--- src/rtl/bg_ctrl_pkg.sv ---
`default_nettype none
// ============================================================================
// Module   : bg_ctrl_pkg
// Brief    : Shared opcodes, state encoding and widths for the background
//            rotation controller.
// Revision : 1.0
// ============================================================================
package bg_ctrl_pkg;

    localparam int unsigned c_CNT_W          = 6;
    localparam int unsigned c_PERIOD_W       = 6;
    localparam int unsigned c_DEFAULT_PERIOD = 30;

    localparam logic [2:0] c_OP_NOP         = 3'd0;
    localparam logic [2:0] c_OP_SET_PERIOD  = 3'd1;
    localparam logic [2:0] c_OP_PAUSE       = 3'd2;
    localparam logic [2:0] c_OP_RESUME      = 3'd3;
    localparam logic [2:0] c_OP_STEP        = 3'd4;
    localparam logic [2:0] c_OP_REVERSE     = 3'd5;
    localparam logic [2:0] c_OP_RESET_PHASE = 3'd6;
    localparam logic [2:0] c_OP_RESERVED    = 3'd7;

    localparam logic [0:0] c_ST_RUN    = 1'b0;
    localparam logic [0:0] c_ST_PAUSED = 1'b1;

    // One rotation position in the given direction; 2-bit arithmetic wraps mod 4.
    function automatic logic [1:0] rot_step(input logic [1:0] rot, input logic dir);
        return dir ? (rot - 2'd1) : (rot + 2'd1);
    endfunction

endpackage
`default_nettype wire

--- src/rtl/step_edge_detect.sv ---
`default_nettype none
// ============================================================================
// Module   : step_edge_detect
// Brief    : Rising-edge detector for the synchronous step button level.
// Revision : 1.0
// ============================================================================
module step_edge_detect (
    input  logic clock,
    input  logic reset,
    input  logic level,
    output logic rise
);

    logic r_prev;

    always_ff @(posedge clock or negedge reset) begin
        if (!reset) begin
            r_prev <= 1'b0;
        end else begin
            r_prev <= level;
        end
    end

    assign rise = level & ~r_prev;

endmodule
`default_nettype wire

--- src/rtl/bg_rotation_ctrl.sv ---
`default_nettype none
// ============================================================================
// Module   : bg_rotation_ctrl
// Brief    : Frame-synchronous quadrant colour rotation controller with a
//            one-deep host command slot and a step button.
// Revision : 1.0
// ============================================================================
module bg_rotation_ctrl
    import bg_ctrl_pkg::*;
#(
    parameter int unsigned DEFAULT_PERIOD = c_DEFAULT_PERIOD
) (
    input  logic       clock,
    input  logic       reset,
    input  logic       frameStart,
    input  logic       cmdValid,
    output logic       cmdReady,
    input  logic [2:0] cmdOp,
    input  logic [5:0] cmdArg,
    input  logic       stepButton,
    output logic [1:0] rotationState,
    output logic       paused,
    output logic       direction,
    output logic       updated
);

    localparam logic [c_PERIOD_W-1:0] c_RST_PERIOD =
        (DEFAULT_PERIOD == 0) ? c_PERIOD_W'(1) : c_PERIOD_W'(DEFAULT_PERIOD);

    logic                  r_slot_full;
    logic [2:0]            r_slot_op;
    logic [5:0]            r_slot_arg;
    logic                  r_btn_pending;
    logic [0:0]            r_state;
    logic                  r_dir;
    logic [1:0]            r_rot;
    logic [c_CNT_W-1:0]    r_cnt;
    logic [c_PERIOD_W-1:0] r_period;
    logic                  r_updated;

    logic                  w_btn_rise;
    logic                  w_accept;
    logic                  w_apply_host;
    logic                  w_apply_btn;
    logic [0:0]            w_state_nxt;
    logic                  w_dir_nxt;
    logic [1:0]            w_rot_nxt;
    logic [c_CNT_W-1:0]    w_cnt_nxt;
    logic [c_PERIOD_W-1:0] w_period_nxt;

    step_edge_detect u_step_edge_detect (
        .clock (clock),
        .reset (reset),
        .level (stepButton),
        .rise  (w_btn_rise)
    );

    assign w_accept     = cmdValid & ~r_slot_full;
    // The host slot always wins the frame; the button waits for a frame with no host command.
    assign w_apply_host = frameStart & r_slot_full;
    assign w_apply_btn  = frameStart & ~r_slot_full & r_btn_pending;

    always_comb begin
        w_state_nxt  = r_state;
        w_dir_nxt    = r_dir;
        w_rot_nxt    = r_rot;
        w_cnt_nxt    = r_cnt;
        w_period_nxt = r_period;
        if (w_apply_host) begin
            case (r_slot_op)
                c_OP_SET_PERIOD: begin
                    w_period_nxt = (r_slot_arg == 6'd0) ? 6'd1 : r_slot_arg;
                    w_cnt_nxt    = '0;
                end
                c_OP_PAUSE:  w_state_nxt = c_ST_PAUSED;
                c_OP_RESUME: w_state_nxt = c_ST_RUN;
                c_OP_STEP: begin
                    w_rot_nxt = rot_step(r_rot, r_dir);
                    w_cnt_nxt = '0;
                end
                c_OP_REVERSE: w_dir_nxt = ~r_dir;
                c_OP_RESET_PHASE: begin
                    w_rot_nxt = 2'd0;
                    w_cnt_nxt = '0;
                end
                default: ;
            endcase
        end else if (w_apply_btn) begin
            w_rot_nxt = rot_step(r_rot, r_dir);
            w_cnt_nxt = '0;
        end else if (frameStart && (r_state == c_ST_RUN)) begin
            if (r_cnt == (r_period - 6'd1)) begin
                w_cnt_nxt = '0;
                w_rot_nxt = rot_step(r_rot, r_dir);
            end else begin
                w_cnt_nxt = r_cnt + 6'd1;
            end
        end
    end

    always_ff @(posedge clock or negedge reset) begin
        if (!reset) begin
            r_slot_full   <= 1'b0;
            r_slot_op     <= c_OP_NOP;
            r_slot_arg    <= '0;
            r_btn_pending <= 1'b0;
            r_state       <= c_ST_RUN;
            r_dir         <= 1'b0;
            r_rot         <= 2'd0;
            r_cnt         <= '0;
            r_period      <= c_RST_PERIOD;
            r_updated     <= 1'b0;
        end else begin
            if (w_apply_host) begin
                r_slot_full <= 1'b0;
            end else if (w_accept) begin
                r_slot_full <= 1'b1;
                r_slot_op   <= cmdOp;
                r_slot_arg  <= cmdArg;
            end

            if (w_apply_btn) begin
                r_btn_pending <= 1'b0;
            end else if (w_btn_rise) begin
                r_btn_pending <= 1'b1;
            end

            r_state   <= w_state_nxt;
            r_dir     <= w_dir_nxt;
            r_rot     <= w_rot_nxt;
            r_cnt     <= w_cnt_nxt;
            r_period  <= w_period_nxt;
            r_updated <= (w_rot_nxt != r_rot);
        end
    end

    assign cmdReady      = ~r_slot_full;
    assign rotationState = r_rot;
    assign paused        = (r_state == c_ST_PAUSED);
    assign direction     = r_dir;
    assign updated       = r_updated;

endmodule
`default_nettype wire

--- config.mk ---
export PLATFORM = sky130hd
export DESIGN_NAME = bg_rotation_ctrl
export DESIGN_NICKNAME = d
export VERILOG_FILES = /design/src/rtl/bg_ctrl_pkg.sv /design/src/rtl/step_edge_detect.sv /design/src/rtl/bg_rotation_ctrl.sv
export SDC_FILE = /design/constraint.sdc
export NUM_CORES = 1
export LEC_CHECK = 0
export ABC_AREA = 0
export CORE_ASPECT_RATIO = 0.8
export CORE_UTILIZATION = 50
export DETAILED_ROUTE_END_ITERATION = 16
export GPL_ROUTABILITY_DRIVEN = 0
export PLACE_DENSITY = 0.76
export RECOVER_POWER = 100
export REMOVE_ABC_BUFFERS = 1
export SLEW_MARGIN = 0
export SYNTH_ARGS = -nofsm -noshare
export SYNTH_HDL_FRONTEND = slang
export SYNTH_HIERARCHICAL = 1
export SYNTH_SLANG_ARGS = --single-unit
--- constraint.sdc ---
create_clock -name clock -period 3.5 [get_ports clock]
set_clock_uncertainty 0.2 [all_clocks]
set_input_delay 1.05 -clock clock [delete_from_list [all_inputs] [get_ports clock]]
set_output_delay 1.05 -clock clock [all_outputs]
set_load 0.005 [all_outputs]
; ---- Word-level counts from Yosys, hierarchy flattened
; Cells that the tools add are included.
[totals]
ff_bits = 29
latchBits = 0
ramBits = 0
mem_bits_ro = 0
in_bits = 14
output_inout_bits = 6
elab_cells = 63
n_memories = 0
[classes]
add_sub_neg = 4
n_mul = 0
div = 0
n_lt_le_gt_ge = 0
eq_ne = 9
shift = 0
muxes = 17
n_bitwise = 10
n_reduce_logical = 12
[ops]
columns = op, n
row1 = $mux 6, 6
row2 = $mux 2, 5
row3 = $reduce_and 2->1, 5
row4 = $eq 3x3->1 const B, 3
row5 = $add 6x1->6 const B, 1
row6 = $eq 3x2->1 const B, 2
row7 = $eq 6x6->1, 1
row8 = $logic_not 6->1, 1
row9 = $reduce_bool 2->1, 3
row10 = $sub 6x1->6 const B, 1
row11 = $and 1x1->1, 5
row12 = $not 1->1, 5
row13 = $mux 1, 4
row14 = $pmux 2 s2, 1
row15 = $eq 3x1->1 const B, 1
row16 = $reduce_bool 3->1, 1
row17 = $reduce_or 3->1, 1
row18 = $add 2x1->2 const B, 1
row19 = $ne 2x2->1, 1
row20 = $ne 2x2->1 const B, 1
row21 = $pmux 1 s2, 1
row22 = $sub 2x1->2 const B, 1
row23 = $logic_and 1x1->1, 1

; ---- Logic depth before layout (Yosys ltp)
; Gate-level depths: netlist (run 1).
[depth]
depth_word = 7
depth_mapped = 7

; ---- Modules after synthesis
; Netlist (run 1), hierarchy kept.
[modules_own_cells]
columns = module, n_inst, cells_per_inst, area_each_um2, seq_area_each_um2
row1 = bg_rotation_ctrl, 1, 159, 1540.2, 705.7
row2 = step_edge_detect, 1, 2, 38.8, 25.0

; ---- Worst setup path before layout (run 1)
; Ideal clock, no wire load.
[synth_timing]
kind = reg2reg
startpoint = register r_period[1]
endpoint = register r_rot[0], in the netlist rotationState[0]
setup_time_ps = 69
t_arrival_ps = 2144
required_time_ps = 3231
setup_slack_ps = 1087
path_stages_with_launch = 8
n_path_buf = 1
synth_period_minus_slack_ps = 2413
cell_sequence = dfstp_2 inv_1 ha_1 xnor2_1 or4_1 buf_2 or4b_1 nand3_1
[synth_via]
elab_chain_cells = 6
[synth_rtl]
columns = element, line_no
row1 = "start, declared", bg_rotation_ctrl.sv:38  ; logic [c_PERIOD_W-1:0] r_period;
row2 = "start signal, assigned", bg_rotation_ctrl.sv:111  ; r_period <= c_RST_PERIOD;
row3 = "start signal, assigned", bg_rotation_ctrl.sv:132  ; r_period <= w_period_nxt;
row4 = $sub 6x1->6, bg_rotation_ctrl.sv:92  ; if (r_cnt == (r_period - 6'd1)) begin
row5 = $eq 6x6->1, bg_rotation_ctrl.sv:92
row6 = $mux 2, bg_rotation_ctrl.sv:92
row7 = $mux 2, bg_rotation_ctrl.sv:91  ; end else if (frameStart && (r_state == c_ST_RUN)) begin
row8 = $mux 2, bg_rotation_ctrl.sv:88  ; end else if (w_apply_btn) begin
row9 = $mux 2, bg_rotation_ctrl.sv:69  ; if (w_apply_host) begin
row10 = net w_rot_nxt[0], bg_rotation_ctrl.sv:47  ; logic [1:0] w_rot_nxt;
row11 = "end signal, assigned", bg_rotation_ctrl.sv:130  ; r_rot <= w_rot_nxt;
row12 = "end, declared", bg_rotation_ctrl.sv:36  ; logic [1:0] r_rot;
; The timed path passes the listed nets, and every way through them passes these cells.
; A chain may end at the register's enable or synchronous reset.

; ---- Final worst setup path (run 1)
[layout_timing]
startpoint = input port frameStart
endpoint = register r_cnt[2]
[layout_via]
elab_chain_cells = 4
word_cells_on_any_way = 9
cone_classes = eq/ne: 1 / mux: 2 / bitwise: 3 / reduce/logical: 3
[layout_rtl]
columns = element, line_no
row1 = "start, declared", bg_rotation_ctrl.sv:15  ; input logic frameStart,
row2 = $and 1x1->1 (2 in a row), bg_rotation_ctrl.sv:61  ; assign w_apply_btn = frameStart & ~r_slot_full & r_btn_pending;
row3 = $reduce_bool 3->1 (no line) or $mux 6 (tied branches), --
row4 = $reduce_and 2->1 (no line) or $mux 6 (tied branches), --
row5 = "end signal, assigned", bg_rotation_ctrl.sv:131  ; r_cnt <= w_cnt_nxt;
row6 = "end, declared", bg_rotation_ctrl.sv:37  ; logic [c_CNT_W-1:0] r_cnt;
; Parallel ways exist; a longest one is shown, timed or not.

==> flow_metrics.env, run 1 <==
export IMPL_status="finished, violations left"
export IMPL_violated_checks="capacitance limit, slew limit"
export IMPL_yosys_register_bits=29
export IMPL_final_min_period_over_clock_period_pct=82.9
export IMPL_tritoncts="built"
export IMPL_count_of_routing_violations_after_the_opening_detailed_route_iteration=85
export IMPL_num_fill_cells=245
export IMPL_coreArea_sq_um=2870
export IMPL_fp_dieW_um=64.8
export IMPL_cts_resized=0
export IMPL_ctsHoldBuffers=0
export IMPL_grt_ovfl_total=0
export IMPL_post_synth_main_area_contributors="sky130_fd_sc_hd__dfrtp_1, sky130_fd_sc_hd__mux2_2, sky130_fd_sc_hd__dfstp_2"
export IMPL_worst_path_max_delay_cell="sky130_fd_sc_hd__dlygate4sd3_1"
export IMPL_clk_slew_on_worst_s_h_paths_ns=0.06
export IMPL_yosysSeqAreaShare_pct=46.3
export IMPL_layout_min_cycle_time_ns=2.90
export IMPL_timing_critical_path_fanout_max=12
export IMPL_critPathMostFrequentCell="sky130_fd_sc_hd__o21ai_0"
export IMPL_worst_endpoint_required_ns=3.49
export IMPL_min_delay_start="r_slot_arg[0]$_DFFE_PN0P_"
export IMPL_wire_length_of_the_first_global_routing_pass_um=5780
export IMPL_regToRegSetupSlack_ns=0.93
export IMPL_cts_buffers=5
export IMPL_cts_htree_levels=2
export IMPL_critPathLaunchType="input pin"
export IMPL_syn_cell_area_sq_um=1580
export IMPL_worst_r2r_path_depth=6
export IMPL_p_leak_uw=0.000776
export IMPL_worst_setup_path_type="in2reg"
export IMPL_post_cts_setup_buffers=0
export IMPL_worst_r2r_startpoint="r_period[1]$_DFFE_PN1P_"
export IMPL_yosysWarnings=6
export IMPL_post_route_drc_count=0
export IMPL_post_synth_cell_area_avg_sq_um=9.81
export IMPL_grt_pass1_vias=1252
export IMPL_setup_total_negative_slack_ns=0
export IMPL_mostFrequentLayoutCell="sky130_fd_sc_hd__dfrtp_1"
export IMPL_buffer_ports_inserted=19
export IMPL_n_antenna_cell=0
export IMPL_synthToLayoutAreaGrowth_pct=21.4
export IMPL_hold_path_class="reg2reg"
export IMPL_number_of_antenna_violations_at_the_first_check_in_global_routing=0
export IMPL_nets=200
export IMPL_slew_headroom_pct=-4.29
export IMPL_ordered_list_of_cells_on_the_worst_path="dlygate4sd3_1 > inv_1 > a311o_1 > nor3b_1 > o21ai_0 > o21ai_0"
export IMPL_placedCellCount=215
export IMPL_max_slew_worst_pin_slew_ns=1.56
export IMPL_rsz0062_at_grt="no"
export IMPL_die_h_um=52.3
export IMPL_finalSetupViolCount=0
export IMPL_wl_per_cell_um=15.1
export IMPL_detail_route_first_pass_iterations=4
export IMPL_synthCells=161
export IMPL_floorplan_rows=17
export IMPL_floorplan_io_pins=20
export IMPL_clk_insertion_delay_late_ns=0.28
export IMPL_hold_path_end="r_slot_arg[0]$_DFFE_PN0P_"
export IMPL_totalWireLength_um=3370
export IMPL_grt_max_degree=30
export IMPL_vdd_ir_drop_max_v=0.000401
export IMPL_tritoncts_num_sinks=29
export IMPL_dpl_hpwl_um=2450
export IMPL_cp_slowest_stage_delay_ns=0.65
export IMPL_netlist_cell_type_count=38
export IMPL_max_cap_violation_count=1
export IMPL_hold_path_depth=1
export IMPL_ctsRootBufferMaster="sky130_fd_sc_hd__clkbuf_8"
export IMPL_maximum_frequency_from_static_timing_analysis_mhz=345
export IMPL_crit_reg2reg_capture="rotationState[1]$_DFF_PN0_"
export IMPL_power_per_cell_area_nw_per_um2=825
export IMPL_finalMaxSlewViolations=30
export IMPL_layoutNonFillerInstCount=223
export IMPL_gr_usage_all_layers_pct=23.8
export IMPL_initial_core_util_pct=55.0
export IMPL_layout_cells_most_common_list="sky130_fd_sc_hd__dfrtp_1, sky130_fd_sc_hd__nor2_1, sky130_fd_sc_hd__o21ai_0, sky130_fd_sc_hd__nand2_1, sky130_fd_sc_hd__mux2_2"
export IMPL_vias=1256
export IMPL_critPathArrivalTime_ns=2.89
export IMPL_synth_top_area_share_pct=39.6
export IMPL_critPathCaptureType="flop"
export IMPL_final_hold_violation_count=0
export IMPL_dieArea_sq_um=3390
export IMPL_finalHoldWorstSlack_ns=0.317
export IMPL_netlist_top_cell_by_area="sky130_fd_sc_hd__dfrtp_1"
export IMPL_drt_antenna_violating_nets=0
export IMPL_detail_route_vias_per_cell=5.63
export IMPL_layout_cell_share_with_drive_strength_beyond_1_pct=14.1
export IMPL_cts_max_path_buffers=2
power breakdown:
part	switching (uW)	total (uW)	internal (uW)
sequential	169	642	473
clock	130	362	231
combinational	267	579	312
kinds of logic after synthesis:
| kind of cell | count (synthesis) | synth area share (%) |
|---|---|---|
| adder cells (fa/ha/maj) | 2 | 1.58 |
| flip-flops | 29 | 46.3 |
| AO/OA/AOI/OAI | 33 | 12.7 |
| multiplexers | 13 | 9.19 |
| AND/OR/NAND/NOR | 64 | 21.6 |
| XOR/XNOR | 9 | 5.94 |
| buffers and inverters | 11 | 2.69 |
final cells by class:
class                   count  area, sq um  area share, %
multi-input cells         121          798           41.6
flip-flops and latches     29          731           38.1
repair buffers             22          201           10.5
clock buffers               6         82.6           4.31
well taps                  38         47.5           2.48
clock inverters             2         37.5           1.96
inverters                   5         18.8          0.979
cells in the mapped netlist, drive strengths merged:
cell type,instances
a21o,2
a21oi,6
a311o,1
a31oi,1
and2,3
and3,2
buf,1
clkbuf,5
dfrtp,25
dfstp,4
ha,2
inv,5
mux2,12
mux2i,1
nand2,14
nand2b,3
nand3,4
nand3b,2
nor2,14
nor2b,3
nor3,6
nor3b,3
nor4,1
o211ai,2
o21ai,14
o22a,1
o22ai,1
o31a,1
o31ai,4
or3,5
or3b,1
or4,2
or4b,1
xnor2,7
xor2,1
xor3,1
routing by layer:
metal	routed length [um]	GRT usage, %	vias to the layer above
met4	67	11.5	0
met3	150	6.74	9
met5	0	0	-
met2	1630	39.4	36
li1	-	-	621
met1	1520	28.6	590
critical path, delay by kind of cell:
kind                   cells  cell delay, ns
AND/OR/NAND/NOR            1            0.30
AO/OA/AOI/OAI              3            0.76
buffers and inverters      2            0.77
flip-flops by register name (all words and copies together) (netlist names):
signal / count
direction: 1
r_btn_pending: 1
r_slot_op: 3
updated: 1
u_step_edge_detect/r_prev: 1
paused: 1
r_slot_arg: 6
rotationState: 2
r_period: 6
r_cnt: 6
r_slot_full: 1
worst max path at each step:
stage | startpoint | to | cells after the start
4_1_cts | frameStart | r_cnt[2]$_DFFE_PN0P_ | 6
5_1_grt | reset | r_cnt[2]$_DFFE_PN0P_ | 2
3_3_place_gp | frameStart | r_cnt[2]$_DFFE_PN0P_ | 6
2_1_floorplan | frameStart | r_period[5]$_DFFE_PN0P_ | 3
3_5_place_dp | frameStart | r_cnt[2]$_DFFE_PN0P_ | 6
6_report | frameStart | r_cnt[2]$_DFFE_PN0P_ | 6
metrics by stage:
stage          instance area (sq um)  setup WS [ns]  utilization (%)  power, uW
2_1_floorplan                   1560           1.10                -       1020
3_3_place_gp                    1820          0.613             63.2       1190
3_5_place_dp                    1820          0.451             63.2       1230
4_1_cts                         1940          0.704             67.4       1600
5_1_grt                         1920          0.414             66.8       1690
6_report                        1920          0.598             66.8       1580
(Power assumes the default switching activity.)
==> run 2: changes to the inputs <==
clock period = 3 ns   (was 3.5 ns; I/O delays follow)
==> run 2 against run 1 <==
Effect of this change: the run now ends clean; register-to-register slack lost 0.47 ns; die area is the same; count of clock-buffer cells in the layout did not move; via count up 0.96%; critical path depth did not move; flip-flop and latch count unchanged; worst hold slack better by 0.0012 ns; cell count is the same; global-route usage is 0.18 points higher; highest routed layer unchanged.
==> flow_metrics.env, run 2 (synthesis gave the netlist of run 1 again) <==
export IMPL_status="finished clean"
export IMPL_final_min_period_over_clock_period_pct=89.1
export IMPL_coreArea_sq_um=2870
export IMPL_critPathLaunchType="input pin"
export IMPL_regToRegSetupSlack_ns=0.46
export IMPL_critPathCaptureType="flop"
export IMPL_clk_slew_on_worst_s_h_paths_ns=0.07
export IMPL_fin_area_sq_um=1920
export IMPL_synthToLayoutAreaGrowth_pct=21.4
export IMPL_max_slew_worst_pin_slew_ns=1.49
export IMPL_floorplan_rows=17
export IMPL_ctsHoldBuffers=0
export IMPL_n_antenna_cell=0
export IMPL_worst_r2r_path_depth=6
export IMPL_critPathArrivalTime_ns=2.67
export IMPL_floorplan_io_pins=20
export IMPL_fp_dieW_um=64.8
export IMPL_maximum_frequency_from_static_timing_analysis_mhz=374
export IMPL_ctsRootBufferMaster="sky130_fd_sc_hd__clkbuf_8"
export IMPL_post_cts_setup_buffers=0
export IMPL_nets=200
export IMPL_hold_path_end="r_slot_arg[0]$_DFFE_PN0P_"
export IMPL_hold_path_class="reg2reg"
export IMPL_min_delay_start="r_slot_arg[0]$_DFFE_PN0P_"
export IMPL_worst_path_max_delay_cell="sky130_fd_sc_hd__dlygate4sd3_1"
export IMPL_timing_critical_path_fanout_max=12
export IMPL_max_cap_violation_count=0
export IMPL_tritoncts_num_sinks=29
export IMPL_wl_per_cell_um=15.3
export IMPL_layout_cells_most_common_list="sky130_fd_sc_hd__dfrtp_1, sky130_fd_sc_hd__nor2_1, sky130_fd_sc_hd__o21ai_0, sky130_fd_sc_hd__nand2_1, sky130_fd_sc_hd__mux2_2"
export IMPL_worst_r2r_startpoint="r_period[1]$_DFFE_PN1P_"
export IMPL_worst_endpoint_required_ns=3.00
export IMPL_layout_min_cycle_time_ns=2.67
export IMPL_gr_usage_all_layers_pct=24.0
export IMPL_mostFrequentLayoutCell="sky130_fd_sc_hd__dfrtp_1"
export IMPL_critPathMostFrequentCell="sky130_fd_sc_hd__o21ai_0"
export IMPL_largest_registers="r_cnt x6, r_period x6, r_slot_arg x6"
export IMPL_cp_slowest_stage_delay_ns=0.65
export IMPL_initial_core_util_pct=55.0
export IMPL_finalSetupViolCount=0
export IMPL_crit_reg2reg_capture="rotationState[0]$_DFF_PN0_"
export IMPL_setup_total_negative_slack_ns=0
export IMPL_ff_latch_area_sq_um=731
export IMPL_tritoncts="built"
export IMPL_cts_htree_levels=2
export IMPL_detail_route_vias_per_cell=5.69
export IMPL_vias=1268
export IMPL_layout_cell_share_with_drive_strength_beyond_1_pct=14.1
export IMPL_drt_antenna_violating_nets=0
export IMPL_total_power_uw=1870
export IMPL_worst_setup_path_type="in2reg"
export IMPL_slew_headroom_pct=0.612
export IMPL_totalWireLength_um=3420
export IMPL_cts_resized=0
export IMPL_number_of_antenna_violations_at_the_first_check_in_global_routing=0
export IMPL_post_route_drc_count=0
export IMPL_grt_ovfl_total=0
export IMPL_vdd_ir_drop_max_v=0.000665
export IMPL_detail_route_first_pass_iterations=5
export IMPL_finalMaxSlewViolations=0
export IMPL_p_leak_uw=0.000775
export IMPL_multiInputGateArea_sq_um=798
export IMPL_power_per_cell_area_nw_per_um2=974
export IMPL_dpl_instance_area_sq_um=1820
export IMPL_grt_max_degree=30
export IMPL_layoutNonFillerInstCount=223
export IMPL_die_h_um=52.3
export IMPL_num_fill_cells=242
export IMPL_clk_insertion_delay_late_ns=0.29
export IMPL_buffer_ports_inserted=19
export IMPL_final_hold_violation_count=0
export IMPL_count_of_routing_violations_after_the_opening_detailed_route_iteration=155
export IMPL_dieArea_sq_um=3390
export IMPL_cts_max_path_buffers=2
export IMPL_ordered_list_of_cells_on_the_worst_path="dlygate4sd3_1 > inv_1 > a311o_1 > nor3_1 > o21ai_0 > o21ai_0"
export IMPL_rsz0062_at_grt="no"
export IMPL_cts_buffers=5
export IMPL_dpl_hpwl_um=2460
export IMPL_grt_pass1_vias=1269
export IMPL_placedCellCount=215
export IMPL_hold_path_depth=1
export IMPL_utilization_pct=66.8
export IMPL_wire_length_of_the_first_global_routing_pass_um=5790
[run 2: changes by cell type in the layout (fill, tap and decap cells not counted)]
cell and delta:
sky130_fd_sc_hd__dlygate4sd3_1 -1, sky130_fd_sc_hd__clkdlybuf4s50_1 +1
[run 2: stage by stage]
stage / worst slack (ns) / hold slack, ns
floorplan: 0.612 / 0.263
global placement: 0.263 / 0.288
detailed placement: 0.168 / 0.298
CTS: 0.418 / 0.317
global route: 0.168 / 0.333
finish: 0.328 / 0.318
[run 2: layer usage]
metal	part of all wire, %	global-route usage (%)	wire length, um
met3	5.3	6.09	180
met1	44	29.6	1520
met2	48	38.7	1630
met5	0	0	0
met4	2.7	13.0	92
[run 2: power by group]
group | leakage [uW] | switching, uW | internal [uW]
registers | 0.000335 | 200 | 551
clock network | 0.0000574 | 163 | 270
logic | 0.000383 | 319 | 364
[run 2: how the worst max path moves through the flow]
stage	end	cells past startpoint	startpoint
6_report	r_cnt[3]$_DFFE_PN0P_	6	frameStart
5_1_grt	r_cnt[3]$_DFFE_PN0P_	6	frameStart
4_1_cts	r_cnt[3]$_DFFE_PN0P_	6	frameStart
3_5_place_dp	r_cnt[2]$_DFFE_PN0P_	6	frameStart
3_3_place_gp	r_cnt[2]$_DFFE_PN0P_	6	frameStart
2_1_floorplan	rotationState[1]$_DFF_PN0_	6	r_period[1]$_DFFE_PN1P_
[run 2: layout make-up]
type	instances	share of cell area [%]
flip-flops and latches	29	38.1
clock buffers	6	4.31
inverters	5	0.979
well taps	38	2.48
multi-input cells	121	41.6
repair buffers	22	10.5
clock inverters	2	1.96
[run 2: worst max-delay path: cells and delay by family]
kind | cells | cell delay [ns]
and+or+nand+nor | 1 | 0.22
buffers and inverters | 2 | 0.77
AOI/OAI and AO/OA | 3 | 0.77
==> run 3: changes to the inputs <==
CORE_MARGIN = 2   (was not set)
==> run 3 against run 2 <==
Effect of this change: die area increased by 7.0%; non-clock buffer count unchanged; worst setup slack gained 0.013 ns.
==> flow_metrics.env, run 3 (synthesis gave the netlist of run 1 again) <==
export IMPL_status="finished clean"
export IMPL_hold_path_depth=1
export IMPL_worst_r2r_startpoint="r_period[1]$_DFFE_PN1P_"
export IMPL_dpl_hpwl_um=2230
export IMPL_max_slew_worst_pin_slew_ns=0.510
export IMPL_slew_headroom_pct=65.6
export IMPL_grt_max_degree=30
export IMPL_largest_registers="r_cnt x6, r_period x6, r_slot_arg x6"
export IMPL_regToRegSetupSlack_ns=0.47
export IMPL_grt_pass1_vias=1123
export IMPL_wl_per_cell_um=13.4
export IMPL_fp_dieW_um=66.8
export IMPL_worst_r2r_path_depth=6
export IMPL_tritoncts="built"
export IMPL_ctsHoldBuffers=0
export IMPL_cts_htree_levels=2
export IMPL_cts_resized=0
export IMPL_detail_route_vias_per_cell=5.47
export IMPL_cts_max_path_buffers=2
export IMPL_tritoncts_num_sinks=29
export IMPL_clk_insertion_delay_late_ns=0.29
export IMPL_die_h_um=54.3
export IMPL_setup_total_negative_slack_ns=0
export IMPL_power_per_cell_area_nw_per_um2=949
export IMPL_count_of_routing_violations_after_the_opening_detailed_route_iteration=78
export IMPL_p_leak_uw=0.000779
export IMPL_setup_slack_ns=0.341
export IMPL_dieArea_sq_um=3630
export IMPL_detail_route_first_pass_iterations=4
export IMPL_ctsRootBufferMaster="sky130_fd_sc_hd__clkbuf_8"
export IMPL_coreArea_sq_um=3040
export IMPL_post_cts_setup_buffers=0
export IMPL_final_min_period_over_clock_period_pct=88.6
export IMPL_cts_buffers=5
export IMPL_initial_core_util_pct=51.9
export IMPL_layout_cell_share_with_drive_strength_beyond_1_pct=14.6
export IMPL_hold_path_end="r_slot_arg[0]$_DFFE_PN0P_"
export IMPL_wire_length_of_the_first_global_routing_pass_um=5050
export IMPL_final_hold_violation_count=0
export IMPL_clk_slew_on_worst_s_h_paths_ns=0.06
export IMPL_floorplan_io_pins=20
export IMPL_hold_path_class="reg2reg"
export IMPL_mostFrequentLayoutCell="sky130_fd_sc_hd__dfrtp_1"
export IMPL_synthToLayoutAreaGrowth_pct=21.8
export IMPL_totalWireLength_um=3010
export IMPL_dp_slack_ns=0.179
export IMPL_finalMaxSlewViolations=0
export IMPL_buffer_ports_inserted=19
export IMPL_max_cap_violation_count=0
export IMPL_number_of_antenna_violations_at_the_first_check_in_global_routing=0
export IMPL_floorplan_rows=18
export IMPL_layout_cells_most_common_list="sky130_fd_sc_hd__dfrtp_1, sky130_fd_sc_hd__nor2_1, sky130_fd_sc_hd__o21ai_0, sky130_fd_sc_hd__nand2_1, sky130_fd_sc_hd__mux2_2"
export IMPL_worst_endpoint_required_ns=1.90
export IMPL_num_fill_cells=265
export IMPL_timing_critical_path_fanout_max=12
export IMPL_utilization_pct=63.3
export IMPL_finalSetupViolCount=0
export IMPL_n_antenna_cell=0
export IMPL_maximum_frequency_from_static_timing_analysis_mhz=376
export IMPL_rsz0062_at_grt="no"
export IMPL_critPathLaunchType="flop"
export IMPL_gr_usage_all_layers_pct=19.1
export IMPL_worst_setup_path_type="reg2out"
export IMPL_post_route_drc_count=0
export IMPL_min_delay_start="r_slot_arg[0]$_DFFE_PN0P_"
export IMPL_vdd_ir_drop_max_v=0.000518
export IMPL_layout_min_cycle_time_ns=2.66
export IMPL_grt_ovfl_total=0
export IMPL_drt_antenna_violating_nets=0
export IMPL_crit_reg2reg_capture="rotationState[1]$_DFF_PN0_"
export IMPL_critPathArrivalTime_ns=1.56
export IMPL_critPathCaptureType="output pin"
export IMPL_vias=1230
export IMPL_nets=200
## run 3: report_power, final
part	leakage, uW	internal [uW]	switching, uW
Combinational	0.000387	363	286
Sequential	0.000335	551	195
Clock	0.0000574	270	159
Total	0.000779	1180	641
## run 3: stage by stage
| stage | cell area, sq um | instances | hold slack, ns | total power, uW |
|---|---|---|---|---|
| floorplan | 1560 | 155 | 0.263 | 1190 |
| global placement | 1820 | 217 | 0.293 | 1380 |
| detailed placement | 1820 | 217 | 0.296 | 1420 |
| CTS | 1940 | 225 | 0.311 | 1850 |
| global route | 1920 | 225 | 0.324 | 1960 |
| finish | 1920 | 225 | 0.301 | 1830 |
## run 3: layout make-up
cell class | count | area (sq um) | area share, %
Multi-Input combinational cell | 121 | 798 | 41.5
Sequential cell | 29 | 731 | 38.0
Timing Repair Buffer | 22 | 205 | 10.7
Clock buffer | 6 | 82.6 | 4.29
Tap cell | 40 | 50.0 | 2.60
Clock inverter | 2 | 37.5 | 1.95
Inverter | 5 | 18.8 | 0.976
## run 3: metal layers
layer / vias up / routed length, um / track usage [%]
met2: 27 / 1370 / 30.2
met3: 0 / 147 / 6.79
met5: - / 0 / 0
met1: 582 / 1490 / 25.3
met4: 0 / 0 / 5.10
li1: 621 / - / -
## run 3: worst max-delay path by stage
stage                                        from                    endpoint  slack [ns]  cells past startpoint
after global routing      r_slot_full$_DFFE_PN0P_                    cmdReady        0.25                      2
final                     r_slot_full$_DFFE_PN0P_                    cmdReady        0.34                      2
after detailed placement               frameStart        r_cnt[2]$_DFFE_PN0P_        0.18                      6
after floorplan           r_period[1]$_DFFE_PN1P_  rotationState[1]$_DFF_PN0_        0.61                      6
after global placement                 frameStart  rotationState[1]$_DFF_PN0_        0.27                      5
after CTS                 r_slot_full$_DFFE_PN0P_                    cmdReady        0.43                      2
## run 3: worst max-delay path, stage by stage, from the launching register on
cell and delay (ns):
sky130_fd_sc_hd__dfrtp_1 0.53, sky130_fd_sc_hd__inv_1 0.15, sky130_fd_sc_hd__dlygate4sd3_1 0.59
